--- src/rtl/ofm_axis_reader.sv ---
// ofm_axis_reader: read-side controller for the OFM buffer. Fetches 4-element
// words from the buffer and streams them out as AXI4-Stream beats, with
// backpressure, TLAST on the final beat and a start/busy/done handshake.
module ofm_axis_reader #(
  parameter int DATA_WIDTH = 8,
  parameter int DATA_DEPTH = 2304,
  parameter int ADDR_W     = 12
) (
  input  logic                    clk,
  input  logic                    rstn,
  input  logic                    start,
  input  logic [9:0]              len_words,
  output logic                    busy,
  output logic                    done,
  output logic                    buf_ce,
  output logic                    buf_we,
  output logic [ADDR_W-1:0]       buf_addr,
  input  logic [DATA_WIDTH*4-1:0] buf_q,
  output logic [DATA_WIDTH*4-1:0] m_axis_tdata,
  output logic [3:0]              m_axis_tkeep,
  output logic                    m_axis_tvalid,
  input  logic                    m_axis_tready,
  output logic                    m_axis_tlast
);

  localparam int         BEAT_W    = DATA_WIDTH * 4;
  localparam logic [9:0] MAX_BEATS = 10'(DATA_DEPTH / 4);

  typedef enum logic [1:0] {
    S_IDLE,
    S_RUN,
    S_DRAIN,
    S_DONE
  } state_t;

  state_t              state;
  state_t              state_next;
  logic [ADDR_W-1:0]   rd_addr;
  logic [ADDR_W-1:0]   last_addr;
  logic [BEAT_W-1:0]   tdata_q;
  logic                tvalid_q;
  logic                tlast_q;
  logic [9:0]          clamped_len;
  logic                accept;
  logic                load;
  logic                fetch;
  logic                handshake;

  // Requests longer than the buffer holds are clamped to a full buffer.
  assign clamped_len = (len_words > MAX_BEATS) ? MAX_BEATS : len_words;

  // The output register can take a new word when empty or being emptied.
  assign load      = !tvalid_q || m_axis_tready;
  assign fetch     = (state == S_RUN) && load;
  assign handshake = tvalid_q && m_axis_tready;
  assign accept    = (state == S_IDLE) && start && (len_words != 10'd0);

  // State register.
  always_ff @(posedge clk or negedge rstn) begin
    if (!rstn) begin
      state <= S_IDLE;
    end else begin
      // NOTE: clocked state uses non-blocking assignments so every register
      // samples pre-edge values regardless of statement order.
      state <= state_next;
    end
  end

  // Next-state logic and handshake/buffer-control outputs.
  always_comb begin
    // NOTE: every output of this block gets a default first so no path
    // leaves it unassigned, which would infer a latch.
    state_next = state;
    busy       = 1'b0;
    done       = 1'b0;
    buf_ce     = 1'b0;
    unique case (state)
      S_IDLE: begin
        if (start) state_next = (len_words == 10'd0) ? S_DONE : S_RUN;
      end
      S_RUN: begin
        busy   = 1'b1;
        buf_ce = load;
        if (fetch && (rd_addr == last_addr)) state_next = S_DRAIN;
      end
      S_DRAIN: begin
        busy = 1'b1;
        if (handshake && tlast_q) state_next = S_DONE;
      end
      S_DONE: begin
        done       = 1'b1;
        state_next = S_IDLE;
      end
      default: state_next = S_IDLE;
    endcase
  end

  // Read address pointer and the address of the final word of this drain.
  always_ff @(posedge clk or negedge rstn) begin
    if (!rstn) begin
      rd_addr   <= '0;
      last_addr <= '0;
    end else if (accept) begin
      rd_addr   <= '0;
      last_addr <= ADDR_W'(clamped_len - 10'd1) << 2;
    end else if (fetch) begin
      rd_addr   <= rd_addr + ADDR_W'(4);
    end
  end

  // Stream output register: loads on fetch, empties on a handshake, and
  // otherwise holds data and last stable while stalled.
  always_ff @(posedge clk or negedge rstn) begin
    if (!rstn) begin
      tdata_q  <= '0;
      tvalid_q <= 1'b0;
      tlast_q  <= 1'b0;
    end else if (fetch) begin
      tdata_q  <= buf_q;
      tvalid_q <= 1'b1;
      tlast_q  <= (rd_addr == last_addr);
    end else if (handshake) begin
      tvalid_q <= 1'b0;
      tlast_q  <= 1'b0;
    end
  end

  // The pointer only moves on a fetch, so it doubles as the held address.
  assign buf_addr      = rd_addr;
  assign buf_we        = 1'b0;
  assign m_axis_tdata  = tdata_q;
  assign m_axis_tvalid = tvalid_q;
  assign m_axis_tlast  = tlast_q;
  assign m_axis_tkeep  = tvalid_q ? 4'hF : 4'h0;

endmodule

--- config.mk ---
export PLATFORM = sky130hd
export DESIGN_NAME = ofm_axis_reader
export DESIGN_NICKNAME = d
export VERILOG_FILES = /design/src/rtl/ofm_axis_reader.sv
export SDC_FILE = /design/constraint.sdc
export NUM_CORES = 1
export LEC_CHECK = 0
export BUFFER_PORTS_ARGS = -buffer_cell sky130_fd_sc_hd__clkbuf_2
export CORE_UTILIZATION = 35
export DETAILED_ROUTE_END_ITERATION = 10
export GPL_ROUTABILITY_DRIVEN = 1
export GPL_TIMING_DRIVEN = 0
export PLACE_DENSITY = 0.72
export SYNTH_ARGS = -nofsm -noshare
export SYNTH_HDL_FRONTEND = slang
export SYNTH_SLANG_ARGS = --single-unit
--- constraint.sdc ---
create_clock -name clk -period 2.2 [get_ports clk]
set_clock_uncertainty 0.1 [all_clocks]
set_input_delay 0.11 -clock clk [delete_from_list [all_inputs] [get_ports clk]]
set_output_delay 0.11 -clock clk [all_outputs]
set_load 0.02 [all_outputs]
==> flow_summary.yaml, run 1 <==
outcome:
  outcome: "completed"
global_routing:
  antenna_found_initial: 0
  grt_usage_pct: 16.14
  grt_pass1_wl_microns: 10980
  grt_overflow: 0
  grt_pass1_vias: 2389
  grt_max_degree: 57
setup_path:
  r2r-start: "state[1]"
  cp.arrival_ns: 2.07
  cpMostUsedCell: "nand2_1"
  start_kind: "flip-flop"
  worstPathMaxFanout: 19
  cp.required_ns: 2.35
  critical_path.slowest_cell: "dfrtp_1"
  critPathMaxStageDelay_ns: 0.41
  crit_chain: "inv_1 > ha_2 > nand2_2 > inv_4 > buf_1 > nand2_1 > nand2_1"
  endpoint_kind: "flip-flop"
  worst-setup-path-type: "flip-flop to flip-flop"
  cp-startpoint: "state[1]"
place:
  gp_congestion: 0.7833
  place_area_sq_um: 3451
  dp.final_hpwl_microns: 4668
  port_buffers: 95
clocking:
  cts.sinks: 56
  numCtsBuffers: 5
  post_cts_buffers: 0
  clock-root-buffer: "clkbuf_8"
  h-tree-depth: 2
  clk_pin_slew_ns: 0.10
  cts_tree: "done"
  clkLatencyLatePin_ns: 0.30
  clock_path_buffers: 2
worst_hold_path:
  hold_path.class: "primary input to flip-flop"
  hp-start: "m_axis_tready"
timing:
  slew_headroom_pct: 50.44
  fmax_ghz: 0.5199
  final-hold-violation-count: 0
  setup_tns_ns: 0
  rsz0062_at_grt: "no"
  setup-violations-final: 0
  period_needed_ns: 1.924
  hold_slack_ns: 0.05999
  worst_pin_slew_ns: 0.7434
  post-route-period-util_pct: 87.44
  maxSlewViolCount: 0
final_layout:
  num-fill-cells: 727
  fin_area_sq_um: 3899
  syn_to_final_growth_pct: 37.39
  finalNetCount: 496
  drive_gt1_share_pct: 29.50
  antenna_cells: 0
  final_core_util_pct: 50.19
die:
  rows: 32
  io_pins: 100
  die_area_sq_um: 8472
  coreArea_sq_um: 7767
  start_util_pct: 36.53
  die_x_microns: 92.05
  die_y_microns: 92.05
pwr:
  p_int_mw: 2.608
  p_clk_share_pct: 12.1
  vdd_drop_max_mv: 0.4761
  power_density_nw_per_um2: 1209
  switching_share_pct: 44.68
  leakage_nw: 1.962
  combPwrFrac_pct: 50.8
  p_switching_mw: 2.106
  power_frac_seq_pct: 37.2
logic_synthesis:
  synth.avg_cell_area_sq_um: 9.304
  synthDistinctLibCells: 44
  ys_seq_area_share_pct: 49.38
  syn-instance-count: 305
  ys_top_cells_by_area: "dfrtp_1 (49%), nand2_1 (15%), xnor2_1 (4.9%)"
  ys.flop_type: "dfrtp_1"
  synth_edf_count: 0
  synthTopCellsByCount: "nand2_1 (113), dfrtp_1 (56), xnor2_1 (16)"
  syn_area_sq_um: 2838
  async_reset_ff_share_pct: 100.0
  yosysTopAreaCell: "dfrtp_1"
  yosys_warnings: 0
  yosysMostFrequentCell: "nand2_1"
  yosys.area.top_type_share_pct: 49.38
  ys_ff_latch: 56
drt:
  drt_first_pass_iters: 4
  vias_per_cell: 4.485
  drc_errors: 0
  vias: 2449
  drt_iter0_markers: 48
  routedWlPerCell_microns: 11.87
  antenna_left: 0
  finalWirelength_microns: 6481
job:
  drv_cap: 0
[cells by family after synthesis]
logic type	synth area share, %
simple gates	28.00
other cells	0.1321
mux	0.7055
compound gates	7.540
fa+ha+maj	3.086
flops	49.38
xor+xnor	6.173
buf+inv	4.982
[registers in the layout, summed over array words and instances, names as in the netlist]
name           flops
buf_addr          10
last_addr         10
m_axis_tdata      32
m_axis_tlast       1
m_axis_tvalid      1
state              2
[area by class of cell]
type,count,area [sq um],share of cell area [%]
buffer,17,115.1,2.952
clock buffer,7,86.33,2.214
clock inverter,1,7.507,0.1926
inverter,6,25.02,0.6418
multi-input combinational,227,1308,33.54
sequential,56,1401,35.94
tap,102,127.6,3.273
timing repair buffer,130,828.3,21.25
[final timing paths]
kind | slack, ns | cells after the start | end
max in group asynchronous | 1.18 | 2 | buf_addr[11]
hold / removal | 0.06 | 3 | m_axis_tlast
min in group asynchronous | 0.34 | 2 | m_axis_tdata[2]
setup / recovery | 0.28 | 7 | m_axis_tdata[10]
hold reg to reg | 0.38 | 2 | m_axis_tdata[7]
setup reg to reg | 0.28 | 7 | m_axis_tdata[10]
[power by group through the flow]
stage / registers (mW) / logic (mW) / clock network, mW
after floorplan: 2.12 / 1.26 / 0
after global placement: 1.74 / 2.32 / 0
after detailed placement: 1.77 / 2.37 / 0
after CTS: 1.75 / 2.43 / 0.601
after global routing: 1.81 / 2.67 / 0.640
final: 1.75 / 2.39 / 0.569
[cell usage in the layout, fill, tap and decap left out, drive strengths merged, types with 3 or more instances in the layout]
| master | n |
|---|---|
| clkbuf | 107 |
| inv | 6 |
| nand2b | 4 |
| nand2 | 113 |
| nand4 | 6 |
| a31oi | 3 |
| o21ai | 8 |
| xor2 | 4 |
| buf | 12 |
| dfrtp | 56 |
| dlygate4sd3 | 35 |
| nor2 | 21 |
| a21oi | 8 |
| xnor2 | 16 |
| nor3 | 4 |
| conb | 3 |
| nand3 | 8 |
| nor4 | 3 |
| ha | 7 |
[per-layer routing]
layer | vias to the layer above | global-route usage [%] | share of wire, %
met3 | 8 | 4.478 | 6.8
met4 | 0 | 4.297 | 1.2
met5 | - | 0 | 0
met1 | 1107 | 18.90 | 43
li1 | 1259 | - | -
met2 | 75 | 28.86 | 49
[timing repair]
action / CTS / global route
hold endpoints to repair: 90 / 0
endpoints found under the setup margin: 1 / 1
gates cloned: 0 / 0
resized for setup: 3 / 1
hold buffers: 35 / 0
[worst max-delay path, delay by kind of cell, from the launching register on]
kind | cells | cell delay (ns)
buffers and inverters | 3 | 0.74
AND/OR/NAND/NOR | 3 | 0.36
adder cells (fa/ha/maj) | 1 | 0.26
flip-flops | 1 | 0.41
[stage by stage]
stage / setup slack, ns / power (mW) / instances
2_1_floorplan: 0.4315 / 3.388 / 307
3_3_place_gp: 0.08082 / 4.062 / 504
3_5_place_dp: 0.06805 / 4.137 / 504
4_1_cts: 0.04377 / 4.782 / 547
5_1_grt: 0.06253 / 5.120 / 546
6_report: 0.2764 / 4.714 / 546
Power figures use the tool's default switching activity.
==> inputs of run 2 (changes only) <==
--- a/config.mk
+++ b/config.mk
@@ -6,11 +6,12 @@
 export NUM_CORES = 1
 export LEC_CHECK = 0
 export BUFFER_PORTS_ARGS = -buffer_cell sky130_fd_sc_hd__clkbuf_2
-export CORE_UTILIZATION = 35
+export CAP_MARGIN = 5
+export CORE_UTILIZATION = 54
 export DETAILED_ROUTE_END_ITERATION = 10
 export GPL_ROUTABILITY_DRIVEN = 1
 export GPL_TIMING_DRIVEN = 0
-export PLACE_DENSITY = 0.72
+export PLACE_DENSITY = 0.95
 export SYNTH_ARGS = -nofsm -noshare
 export SYNTH_HDL_FRONTEND = slang
 export SYNTH_SLANG_ARGS = --single-unit
==> constraint.sdc (replaced) <==
create_clock -name clk -period 2.4 [get_ports clk]
set_clock_uncertainty 0.1 [all_clocks]
set_input_delay 0.12 -clock clk [delete_from_list [all_inputs] [get_ports clk]]
set_output_delay 0.12 -clock clk [all_outputs]
set_load 0.02 [all_outputs]
==> run 2 against run 1 <==
Effect of this change:
- non-clock buffer count is the same
- combinational power is essentially flat
- critical path depth is the same
- first-iteration DRC count grew to 6.1 times the previous value
- largest power group unchanged
- worst hold slack lost 0.051 ns
- cell count shrank 5.7%
- utilization grew 26 points
- sequential power shrank 4%
- sequential share of layout area grew 0.36 points
- global-route usage grew 16 points
- die area shrank 35%
- count of clock-buffer cells in the layout shrank 2
==> flow_summary.yaml, run 2 (synthesized netlist as in run 1, its figures left out) <==
clocking:
  clock_path_buffers: 2
  post_cts_buffers: 0
  clock-root-buffer: "clkbuf_8"
  cts_tree: "done"
  clkLatencyLatePin_ns: 0.32
  h-tree-depth: 2
  cts.sinks: 56
  numCtsBuffers: 5
  clk_pin_slew_ns: 0.11
setup_path:
  worst-setup-path-type: "flip-flop to flip-flop"
  endpoint_kind: "flip-flop"
  worstPathMaxFanout: 19
  cp.required_ns: 2.54
  start_kind: "flip-flop"
  r2r_setup_slack_ns: 0.17
  cp.arrival_ns: 2.37
final_layout:
  drive_gt1_share_pct: 29.95
  syn_to_final_growth_pct: 36.02
  layout_commonest_cell: "nand2_1"
  finalNonFillerCells: 515
  layout_common_cells: "nand2_1 (113), clkbuf_2 (96), dfrtp_1 (56)"
  largest_reg_flops: 32
  num-fill-cells: 297
  finalNetCount: 496
pwr:
  p_int_mw: 2.365
  power_frac_seq_pct: 36.4
  power_density_nw_per_um2: 1200
  p_clk_share_pct: 11.4
  vdd_drop_max_mv: 0.5701
  p_switching_mw: 2.269
  leakage_nw: 1.974
  switching_share_pct: 48.97
  combPwrFrac_pct: 52.3
  finalPower_mw: 4.633
die:
  start_util_pct: 55.92
  die_area_sq_um: 5549
  io_pins: 100
  die_x_microns: 74.49
  rows: 26
  die_y_microns: 74.49
  coreArea_sq_um: 5075
global_routing:
  grt_usage_pct: 32.00
  grt_pass1_vias: 2697
  grt_pass1_wl_microns: 12850
  grt_overflow: 0
  antenna_found_initial: 1
  grt_max_degree: 57
place:
  dp.final_hpwl_microns: 4777
  dp_cells: 472
  gp_congestion: 0.7854
  port_buffers: 95
worst_hold_path:
  hold_path.class: "primary input to flip-flop"
timing:
  rsz0062_at_grt: "no"
  worst_pin_slew_ns: 0.6573
  maxSlewViolCount: 0
  slew_headroom_pct: 55.92
  setup-violations-final: 0
  final-hold-violation-count: 0
  fmax_ghz: 0.4483
  post-route-period-util_pct: 92.94
  period_needed_ns: 2.231
  setup_tns_ns: 0
drt:
  vias_per_cell: 5.590
  drc_errors: 0
  routedWlPerCell_microns: 18.12
  drt_first_pass_iters: 5
  vias: 2879
  antenna_left: 0
  finalWirelength_microns: 9330
  drt_iter0_markers: 291
outcome:
  outcome: "completed"
job:
  drv_cap: 0
-- run 2: per-layer routing --
metal | GRT usage [%] | routed length [microns] | vias to the layer above
li1 | - | - | 1256
met1 | 31.91 | 3317 | 1337
met2 | 54.55 | 4375 | 211
met3 | 11.65 | 944 | 75
met4 | 23.69 | 693 | 0
met5 | 0 | 0 | -
-- run 2: worst paths after layout --
check / depth (start not counted) / to / startpoint
min: 3 / last_addr[6] / start
max reg2reg: 7 / m_axis_tdata[24] / state[1]
min reg2reg: 2 / m_axis_tdata[12] / m_axis_tdata[12]
max in group asynchronous: 3 / m_axis_tlast / rstn
min in group asynchronous: 2 / m_axis_tdata[22] / rstn
max: 7 / m_axis_tdata[24] / state[1]
-- run 2: cell type report --
cell class,count,area [sq um],area share [%]
Timing Repair Buffer,130,835.8,21.65
Buffer,17,117.6,3.047
Tap cell,70,87.58,2.269
Multi-Input combinational cell,227,1303,33.74
Antenna cell,1,2.502,0.06483
Clock inverter,3,21.27,0.5511
Inverter,6,22.52,0.5835
Sequential cell,56,1401,36.30
Clock buffer,5,68.82,1.783
-- run 2: what timing repair did --
action	4_1_cts	5_1_grt
endpoints found under the hold margin	33	26
pin swaps	0	0
hold buffers	33	1
endpoints found under the setup margin	1	5
cloned	0	0
resized for setup	0	2
-- run 2: critical path: stages (launching register included) --
cell	delay, ns
dfrtp_1	0.41
inv_1	0.13
ha_1	0.30
nand2_1	0.26
inv_2	0.35
clkbuf_2	0.31
nand2_1	0.12
nand2_1	0.17
-- run 2: power by group through the flow --
stage	Combinational (mW)	Clock [mW]	Sequential, mW
floorplan	1.16	0	1.95
global route	2.64	0.571	1.71
CTS	2.23	0.523	1.61
finish	2.42	0.527	1.68
detailed placement	2.17	0	1.63
global placement	2.08	0	1.61
-- run 2: through the flow --
| step | util [%] | hold slack [ns] | cell area (sq um) | setup slack, ns |
|---|---|---|---|---|
| final | 76.06 | 0.008607 | 3860 | 0.1694 |
| after global routing | 76.06 | 0.04048 | 3860 | 0.09010 |
| after CTS | 75.37 | 0.007539 | 3825 | 0.2387 |
| after detailed placement | 67.16 | 0.2175 | 3408 | 0.2570 |
| after global placement | 67.16 | 0.2114 | 3408 | 0.3566 |
| after floorplan | - | -0.2756 | 2845 | 0.6315 |
==> inputs of run 3 (changes only) <==
--- a/config.mk
+++ b/config.mk
@@ -5,9 +5,11 @@
 export SDC_FILE = /design/constraint.sdc
 export NUM_CORES = 1
 export LEC_CHECK = 0
+export ABC_AREA = 1
 export BUFFER_PORTS_ARGS = -buffer_cell sky130_fd_sc_hd__clkbuf_2
 export CAP_MARGIN = 5
 export CORE_UTILIZATION = 54
+export CTS_BUF_LIST = sky130_fd_sc_hd__clkbuf_16
 export DETAILED_ROUTE_END_ITERATION = 10
 export GPL_ROUTABILITY_DRIVEN = 1
 export GPL_TIMING_DRIVEN = 0
==> run 3 against run 2 <==
Effect of this change:
- count of clock-buffer cells in the layout did not move
- highest routed layer unchanged
- sequential share of layout area fell by 0.84 points
- utilization is 1.3 points higher
- worst setup slack improved by 0.0099 ns
- worst hold slack improved by 0.038 ns
- sequential power fell by 41%
- register-to-register slack better by 0.14 ns
- critical path depth shrank 1
- cell count grew 9.9%
- first-iteration DRC count down 48%
==> flow_summary.yaml, run 3 <==
drt:
  antenna_left: 0
  routedWlPerCell_microns: 13.83
  finalWirelength_microns: 7825
  drc_errors: 0
  drt_iter0_markers: 150
  vias_per_cell: 5.106
  drt_first_pass_iters: 4
  vias: 2890
logic_synthesis:
  yosysMostFrequentCell: "nand2_1"
  syn-instance-count: 355
  synth_simple_gate_area_share_pct: 31.57
  syn_area_sq_um: 2869
  ys_ff_latch: 56
  synthDistinctLibCells: 36
  ys_top_cells_by_area: "dfrtp_1 (49%), nand2_1 (21%), xnor2_1 (3.4%)"
  async_reset_ff_share_pct: 100.0
  synth_edf_count: 0
  yosysTopAreaCell: "dfrtp_1"
  synthTopCellsByCount: "nand2_1 (157), dfrtp_1 (56), inv_1 (22)"
  synthAdderAreaFrac_pct: 3.053
  synthMuxAreaShare_pct: 0.3489
  ys.flop_type: "dfrtp_1"
  synth_xor_xnor_area_share_pct: 4.274
  yosys.area.top_type_share_pct: 48.84
  synth_top_family_by_area: "simple AND/OR/NAND/NOR gates"
  synth.avg_cell_area_sq_um: 8.082
  ys_seq_area_share_pct: 48.84
  yosys_warnings: 0
  synth_compound_area_share_pct: 5.102
setup_path:
  worstRegToRegCells: 9
  cp.arrival_ns: 2.00
  crit_chain: "inv_1 > ha_1 > inv_1 > a21oi_4 > clkbuf_1 > clkbuf_2"
  cpMostUsedCell: "inv_1"
  endpoint_kind: "output port"
  critPathMaxStageDelay_ns: 0.42
  critical_path.slowest_cell: "dfrtp_1"
  cp.required_ns: 2.18
  worstPathMaxFanout: 10
  start_kind: "flip-flop"
  worst-setup-path-type: "flip-flop to output port"
die:
  die_y_microns: 74.89
  start_util_pct: 56.17
  coreArea_sq_um: 5107
  die_area_sq_um: 5609
  io_pins: 100
  rows: 26
  die_x_microns: 74.89
place:
  pre_cts_ws_ns: 0.4317
  gp_congestion: 0.8294
  port_buffers: 96
  dp.final_hpwl_microns: 5022
final_layout:
  layout_commonest_cell: "nand2_1"
  largest_reg_flops: 32
  syn_to_final_growth_pct: 37.72
  antenna_cells: 0
  finalNetCount: 548
  layout_common_cells: "nand2_1 (157), clkbuf_2 (96), dfrtp_1 (56)"
  drive_gt1_share_pct: 26.61
timing:
  setup_slack_ns: 0.1792
  fmax_ghz: 0.4503
  worst_pin_slew_ns: 0.5750
  hold_slack_ns: 0.04633
  final-hold-violation-count: 0
  slew_headroom_pct: 61.66
  setup_tns_ns: 0
  setup-violations-final: 0
  rsz0062_at_grt: "no"
  post-route-period-util_pct: 92.53
  period_needed_ns: 2.221
  maxSlewViolCount: 0
worst_hold_path:
  hold-path-cell-count: 3
  hold_path.class: "primary input to flip-flop"
clocking:
  cts-resized-gates: 0
  h-tree-depth: 2
  cts.sinks: 56
  clkLatencyLatePin_ns: 0.29
  clock-root-buffer: "clkbuf_16"
  clock_path_buffers: 2
  cts_tree: "done"
  numCtsBuffers: 5
  clk_pin_slew_ns: 0.07
global_routing:
  grt_overflow: 0
  grt_usage_pct: 29.16
  antenna_found_initial: 0
  grt_pass1_vias: 2802
  grt_pass1_wl_microns: 12250
  grt_max_degree: 36
job:
  drv_cap: 0
pwr:
  power_density_nw_per_um2: 501.3
  leakage_nw: 2.137
  vdd_drop_max_mv: 0.4652
outcome:
  outcome: "completed"
-- run 3: changes by cell type in the layout (fill, tap and decap cells not counted), moves of 7 or more --
cell,change
inv_1,+17
nand2_1,+44
nand3_1,+10
nor2_4,-7
-- run 3: critical path: cells and delay by family, from the launching register on --
kind                     cells  cell delay (ns)
AO/OA/AOI/OAI                1             0.21
adder cells (fa/ha/maj)      1             0.21
buffers and inverters        4             0.86
flip-flops                   1             0.42
-- run 3: final cells by class --
type	count	area [sq um]
Timing Repair Buffer	131	840.8
Inverter	24	90.09
Clock buffer	5	125.1
Fill cell	339	1156
Buffer	16	101.3
Tap cell	70	87.58
Clock inverter	3	21.27
Multi-Input combinational cell	261	1284
Sequential cell	56	1401
-- run 3: cells by family (layout without fill, tap and decap cells) --
| family | after synthesis | count (layout) |
|---|---|---|
| mux | 1 | 1 |
| xor+xnor | 14 | 14 |
| simple gates | 212 | 212 |
| fa+ha+maj | 7 | 7 |
| other cells | 1 | 3 |
| buf+inv | 40 | 179 |
| compound gates | 24 | 24 |
| flops | 56 | 56 |
-- run 3: where the power goes --
part | leakage, nW | internal [mW] | total, mW | switching [mW]
Sequential | 0.693 | 0.970 | 0.989 | 0.0187
Clock | 0.0702 | 0.390 | 0.737 | 0.347
Combinational | 1.37 | 0.113 | 0.255 | 0.142
Total | 2.14 | 1.47 | 1.98 | 0.508
-- run 3: final timing paths --
check / slack (ns) / startpoint / endpoint
max: 0.18 / state[1] / buf_ce
min: 0.05 / len_words[9] / last_addr[11]
max reg2reg: 0.31 / state[1] / buf_addr[9]
min reg2reg: 0.38 / m_axis_tdata[30] / m_axis_tdata[30]
max in group asynchronous: 1.36 / rstn / last_addr[4]
min in group asynchronous: 0.24 / rstn / m_axis_tdata[4]
-- run 3: metal layers --
layer / GRT usage (%) / part of all wire (%) / vias to the layer above
met5: 0 / 0 / -
met4: 18.66 / 5.6 / 0
met3: 6.693 / 5.4 / 36
met2: 48.55 / 51 / 115
met1: 34.07 / 38 / 1359
li1: - / - / 1380
-- run 3: what timing repair did --
action | 4_1_cts | 5_1_grt
endpoints found under the hold margin | 54 | 0
setup buffers | 0 | 0
hold buffers | 34 | 0
-- run 3: through the flow --
stage	std cells	util (%)	total power, mW	cell area [sq um]
after detailed placement	524	67.83	1.211	3465
final	566	77.36	1.981	3951
after floorplan	357	-	1.105	2877
after CTS	566	77.36	1.963	3951
after global placement	523	67.44	1.198	3445
after global routing	566	77.36	2.054	3951
